$ cat config.mk
export PLATFORM = sky130hd
export DESIGN_NAME = dmem_port_arbiter
export DESIGN_NICKNAME = d
export VERILOG_FILES = /design/src/rtl/dmem_port_arbiter.sv
export SDC_FILE = /design/constraint.sdc
export NUM_CORES = 1
export LEC_CHECK = 0
export ABC_AREA = 1
export CAP_MARGIN = 30
export CORE_UTILIZATION = 32
export DETAILED_ROUTE_END_ITERATION = 16
export PLACE_DENSITY_LB_ADDON = 0.08
export SLEW_MARGIN = 20
export SYNTH_ARGS = -nofsm -noshare
export SYNTH_HDL_FRONTEND = slang
export SYNTH_SLANG_ARGS = --single-unit
$ cat constraint.sdc
create_clock -name clk -period 2.75 [get_ports clk]
set_clock_uncertainty 0.05 [all_clocks]
set_input_delay 0.55 -clock clk [delete_from_list [all_inputs] [get_ports clk]]
set_output_delay 0.55 -clock clk [all_outputs]
set_load 0.005 [all_outputs]
$ cat src/rtl/dmem_port_arbiter.sv
// Data-memory port arbiter: CPU loads/stores share one synchronous memory
// port with the VGA scan-out fetcher. The CPU has priority. A bounded-wait
// counter forces a VGA grant after MAX_WAIT lost cycles, and a saturating
// counter records CPU stall cycles for debug.
module dmem_port_arbiter #(
  parameter int AW       = 8,
  parameter int DW       = 32,
  parameter int MAX_WAIT = 4,
  parameter int SCW      = 16
) (
  input  logic           clk,
  input  logic           reset,
  input  logic           cpu_req,
  input  logic           cpu_we,
  input  logic [AW-1:0]  cpu_addr,
  input  logic [DW-1:0]  cpu_wdata,
  output logic           cpu_stall,
  output logic           cpu_rvalid,
  output logic [DW-1:0]  cpu_rdata,
  input  logic           vga_req,
  input  logic [AW-1:0]  vga_addr,
  output logic           vga_gnt,
  output logic           vga_rvalid,
  output logic [DW-1:0]  vga_rdata,
  output logic           mem_en,
  output logic           mem_we,
  output logic [AW-1:0]  mem_addr,
  output logic [DW-1:0]  mem_wdata,
  input  logic [DW-1:0]  mem_rdata,
  output logic [SCW-1:0] stall_count
);

  typedef enum logic [1:0] {
    RSP_NONE = 2'd0,
    RSP_CPU  = 2'd1,
    RSP_VGA  = 2'd2
  } rsp_e;

  localparam logic [3:0] MAX_W = 4'(MAX_WAIT);

  logic [3:0]     wait_q, wait_d;
  rsp_e           rsp_q, rsp_d;
  logic [SCW-1:0] stall_q, stall_d;

  logic force_vga;
  logic cpu_gnt;

  // Same-cycle grant decision and memory port drive
  always_comb begin
    force_vga = vga_req && (wait_q == MAX_W);
    cpu_gnt   = cpu_req && !force_vga;
    vga_gnt   = vga_req && (force_vga || !cpu_req);
    cpu_stall = cpu_req && force_vga;

    mem_en    = 1'b0;
    mem_we    = 1'b0;
    mem_addr  = '0;
    mem_wdata = '0;
    if (cpu_gnt) begin
      mem_en    = 1'b1;
      mem_we    = cpu_we;
      mem_addr  = cpu_addr;
      mem_wdata = cpu_wdata;
    end else if (vga_gnt) begin
      mem_en    = 1'b1;
      mem_addr  = vga_addr;
    end
  end

  // Next-state for the wait counter, response owner and stall counter
  always_comb begin
    wait_d = '0;
    if (vga_req && !vga_gnt)
      wait_d = (wait_q == MAX_W) ? wait_q : wait_q + 4'd1;

    rsp_d = RSP_NONE;
    if (cpu_gnt && !cpu_we)
      rsp_d = RSP_CPU;
    else if (vga_gnt)
      rsp_d = RSP_VGA;

    stall_d = stall_q;
    if (cpu_stall && (stall_q != '1))
      stall_d = stall_q + SCW'(1);
  end

  // State registers with synchronous reset
  always_ff @(posedge clk) begin
    if (reset) begin
      wait_q  <= '0;
      rsp_q   <= RSP_NONE;
      stall_q <= '0;
    end else begin
      wait_q  <= wait_d;
      rsp_q   <= rsp_d;
      stall_q <= stall_d;
    end
  end

  // A response still in flight when reset arrives is suppressed in the
  // reset cycle itself, so a read granted just before reset never shows rvalid.
  assign cpu_rvalid  = (rsp_q == RSP_CPU) && !reset;
  assign vga_rvalid  = (rsp_q == RSP_VGA) && !reset;
  assign cpu_rdata   = mem_rdata;
  assign vga_rdata   = mem_rdata;
  assign stall_count = stall_q;

endmodule

* After elaboration in Yosys (flattened, before gate mapping)
Cells that the tools add are included.
** Storage, ports and cells
- Output and inout port bits :: 126
- Register bits after elaboration :: 22
- Input port bits :: 85
** Operators by class
- Eq/ne operators :: 4
- Reduce and logical (&&, ||, !) cells :: 17
- Muxes and demuxes :: 8
- Add/subtract/negate cells :: 2
- Bitwise operators :: 1
** Operator list (count)
- $mux W32 :: 1
- $add A16 B1 Y16 const B :: 1
- $mux W8 :: 2
- $ne A16 B16 Y1 const B :: 1
- $logic_and A1 B1 Y1 :: 9
- $logic_not A1 Y1 :: 5
- $add A4 B1 Y4 const B :: 1
- $eq A4 B3 Y1 const B :: 1
- $mux W1 :: 4
- $reduce_or A2 Y1 :: 2
- $eq A2 B1 Y1 const B :: 1
- $eq A2 B2 Y1 const B :: 1
- $mux W2 :: 1
- $logic_or A1 B1 Y1 :: 1
- $not A1 Y1 :: 1

* Depth between registers and ports, before layout
- Depth in word-level cells :: 8
- Gate-level depth with buffers :: 11
- Mapped depth without buffers :: 10

* Worst setup path after synthesis
No wires, ideal clock.
- Path kind :: reg-to-output
- Start :: register wait_q[0]
- End :: output mem_addr[0]
- Path slack :: 0.866 ns
- Arrival time :: 1.284 ns
- Buffers on the path :: 0
- Cell stages (with the launch flop) :: 10
- Cell sequence :: dfxtp_1 -> inv_1 -> ha_1 -> nand2_2 -> nor2_4 -> nand2_1 -> nand2_2 -> nand2_1 -> inv_2 -> a22o_1
** Between the ends
- Longest elaborated chain between the ends :: 6
- Elaborated cells on any way between the ends :: 8
** Ends and longest elaborated chain
- from (decl) :: line 41 : logic [3:0] wait_q, wait_d;
- from (signal assigned) :: line 94 : wait_q <= wait_d;
- $eq A4 B3 Y1 :: line 50 : force_vga = vga_req && (wait_q == MAX_W);
- $logic_and A1 B1 Y1 :: line 50
- $logic_or A1 B1 Y1 :: line 52 : vga_gnt = vga_req && (force_vga || !cpu_req);
- $logic_and A1 B1 Y1 :: line 52
- named net vga_gnt :: line 22 : output logic vga_gnt,
- $mux W8 :: line 64 : end else if (vga_gnt) begin
- $mux W8 :: line 59 : if (cpu_gnt) begin
- to (decl) :: line 27 : output logic [AW-1:0] mem_addr,
The timed path passes the listed nets, and every way through them passes these cells.

* Worst setup path after layout
- Start :: register wait_q[0]
- End :: output mem_addr[7]
** Between the ends
- Longest elaborated chain between the ends :: 6
- Elaborated cells on any way between the ends :: 8
** Ends and longest elaborated chain (line)
- $eq A4 B3 Y1 (*) :: 50
- $logic_and A1 B1 Y1 (*) :: 50
- $logic_or A1 B1 Y1 :: 52
- $logic_and A1 B1 Y1 :: 52
- $mux W8 :: 64
- $mux W8 (*) :: 59
Mark *: on every way between the ends. The rest lies on a longest branch, timed or not.

==> impl_metrics.tcl <==
set metrics [dict create \
    htreeDepth 1 \
    whs_endpoint "wait_q[0]$_SDFFE_PP0P_" \
    fin_crit_sh_pct 96.4 \
    clk_pin_slew_worst_paths_ps 80 \
    worstHoldStart "wait_q[0]$_SDFFE_PP0P_" \
    numPortBuffers 114 \
    ir_drop_v 0.000145 \
    cts.sinks 22 \
    clockRootBuffer "clkbuf_8" \
    sw_frac_of_total_pct 23.7 \
    async_reset_ff_share_pct 0 \
    ant_nets 0 \
    grt_pass1_wl_mm 9.70 \
    holdBufCountCts 0 \
    internal-power_uw 570 \
    grt_pass1_vias 1972 \
    synth_nets 422 \
    crit_required_ps 2150 \
    path_max_fanout 4 \
    grt.overflow.total 0 \
    hold_depth 2 \
    seqPwrFrac_pct 43.0 \
    drt-initial-drc-count 48 \
    rr_startpoint "stall_count[0]$_SDFFE_PP0P_" \
    final_hold_viol_count 0 \
    synth-seq-area-share_pct 20.9 \
    wl_per_cell_um 12.7 \
    start_kind "flop" \
    power.switching_uw 177 \
    antenna_cells 0 \
    clock_tree.buffer_depth 2 \
    cts_buffers 3 \
    crit_start "wait_q[0]$_SDFFE_PP0P_" \
    track_usage_pct 17.1 \
    status "finished, final reports clean" \
    arrival_ps 2050 \
    layout-drive-gt1-share_pct 9.67 \
    grt_max_degree 25 \
    power_density_mw_per_mm2 251 \
    core_mm2 0.00635 \
    hold_class "reg2reg" \
    num_vias 2046 \
    syn_area_mm2 0.00211 \
    drt_wl_total_mm 5.96 \
    worst_slew_pin_slew_ps 281 \
    dp.cells 462 \
    syn_inst 334 \
    ys_seq_elements 22 \
    start_util_pct 33.2 \
    end_kind "output port" \
    tritoncts "yes" \
    place_hpwl_mm 4.74 \
    drc 0 \
    synth_warnings 0 \
    nets 483 \
    worst-setup-path-type "reg2out" \
    layout.area.seq_um2 443 \
    firstDrtPassIters 4 \
    pin_count 211 \
    relSlewSlack_pct 81.1 \
    ff2ff_setup_slack_ps 1020 \
    synth_edf_count 0 \
    finalSetupViolations 0 \
    synth_ff_type "dfxtp_1" \
    final_cells 470 \
    die_area_mm2 0.00692 \
    place_congestion 0.763 \
    final.min_clock_period_ps 2650 \
    p_leak_nw 1.26 \
    multi_input_area_um2 957 \
    p_comb_share_pct 29.9 \
    antenna_found_initial 0 \
    slew_viol_final 0 \
    power_uw 748 \
    viasPerCell 4.35 \
    fillers 673 \
    die_w_um 83.2 \
    rows 29 \
    r2r-end "stall_count[1]$_SDFFE_PP0P_" \
    clkPwrFrac_pct 27.1 \
    fmax_ghz 0.377 \
    avgSynthCellArea_um2 6.32 \
    drv_cap 0 \
    r2r_cells 8 \
    clk_latency_ps 260 \
    area_growth_pct 41.0 \
    fp.dieH_um 83.2 \
    synth.distinct_cells 29 \
]
## worst max-delay path, stage by stage, from the launching register on
cell and delay (ps):
dfxtp_2 330, inv_1 70, ha_2 180, nand2_2 60, nor2_4 140, nand2_1 70
nand2_2 130, nand2_4 90, clkinvlp_4 100, a22o_1 130, clkdlybuf4s50_1 490
## sequential cells by signal, indices dropped and copies added (netlist names)
name         count
rsp_q            2
stall_count     16
wait_q           4
## per-layer routing
| layer | up-vias | GRT usage (%) | share of wire, % | wire [um] |
|---|---|---|---|---|
| li1 | 1066 | - | - | - |
| met1 | 871 | 20.4 | 43 | 2550 |
| met2 | 102 | 29.6 | 46 | 2770 |
| met3 | 7 | 5.47 | 9.8 | 586 |
| met4 | 0 | 4.39 | 0.92 | 55 |
| met5 | - | 0 | 0 | 0 |
## synthesized netlist by cell type, drive strengths merged (2+ instances only)
cell type  number  share of area (%)
inv            51                9.1
nor3            3               0.71
nand4           4                1.9
xor2            2               0.83
a21oi          10                2.5
ha              3                1.8
nand3b          2               0.71
a22o            8                3.3
nand3          14                3.9
o21ai           4               0.95
nor2           82                 16
buf            70                 25
xnor2           3                1.2
dfxtp          22                 21
or2             2               0.59
nand2          52                 10
## worst max-delay path by stage
stage          cells past startpoint          end  slack [ps]
3_5_place_dp                       7  mem_addr[4]          70
3_3_place_gp                       7  mem_addr[0]         100
6_report                          10  mem_addr[7]         100
4_1_cts                           10  mem_addr[4]           5
5_1_grt                           10  mem_addr[7]        -0.5
2_1_floorplan                      9  mem_addr[0]         870
## cell usage in the layout, fill, tap and decap left out, types with 2 or more instances in the layout
cell type | netlist | layout
clkdlybuf4s50_1 | 0 | 114
nor2_1 | 77 | 77
inv_1 | 49 | 49
nand2_1 | 46 | 45
dfxtp_1 | 22 | 20
nand3_1 | 13 | 13
buf_4 | 64 | 10
a21oi_1 | 9 | 9
a22o_1 | 8 | 8
nand2_2 | 5 | 5
nor2_4 | 3 | 3
nor3_1 | 3 | 3
o21ai_1 | 3 | 3
xnor2_1 | 3 | 3
nand4_1 | 3 | 3
clkbuf_8 | 0 | 3
nand2_4 | 1 | 2
or2_2 | 2 | 2
nor2_2 | 2 | 2
nand3b_1 | 2 | 2
xor2_1 | 2 | 2
ha_1 | 3 | 2
dfxtp_2 | 0 | 2
## stage by stage
step / setup WS, ps / TNS [ps] / instance area (um^2) / hold slack [ps] / utilization, %
3_3_place_gp: 99.0 / 0 / 2880 / 438 / 45.3
5_1_grt: -0.490 / -0.490 / 2980 / 454 / 46.9
2_1_floorplan: 866 / 0 / 2110 / 419 / -
3_5_place_dp: 66.7 / 0 / 2880 / 451 / 45.3
4_1_cts: 4.77 / 0 / 2920 / 462 / 46.0
6_report: 99.3 / 0 / 2980 / 423 / 46.9
## power by group through the flow
stage / clock (mW) / sequential, mW / combinational [mW]
floorplan: 0 / 0.329 / 0.133
global placement: 0 / 0.329 / 0.219
detailed placement: 0 / 0.329 / 0.220
CTS: 0.210 / 0.321 / 0.221
global route: 0.228 / 0.322 / 0.242
finish: 0.203 / 0.321 / 0.224
## logic make-up (layout without fill, tap and decap cells)
logic type	after synthesis	count (layout)	share of synthesized area, %
and+or+nand+nor	160	160	34.2
buffers and inverters	122	181	34.3
adders and majority gates	3	3	1.78
DFF	22	22	20.9
xor gates and xnor gates	5	5	2.08
AOI/OAI and AO/OA	22	22	6.82
## area by class of cell
class	instances	area share, %
timing repair inverter	1	0.252
inverter	52	6.81
sequential	22	14.9
tap	77	3.24
timing repair buffer	125	41.3
multi-input combinational	190	32.2
clock buffer	3	1.39
## what timing repair did
| item | CTS | global route |
|---|---|---|
| buffers inserted | 0 | 4 |
| gates resized for setup | 0 | 8 |
| setup endpoints to repair | 0 | 32 |
(Power assumes the default switching activity.)
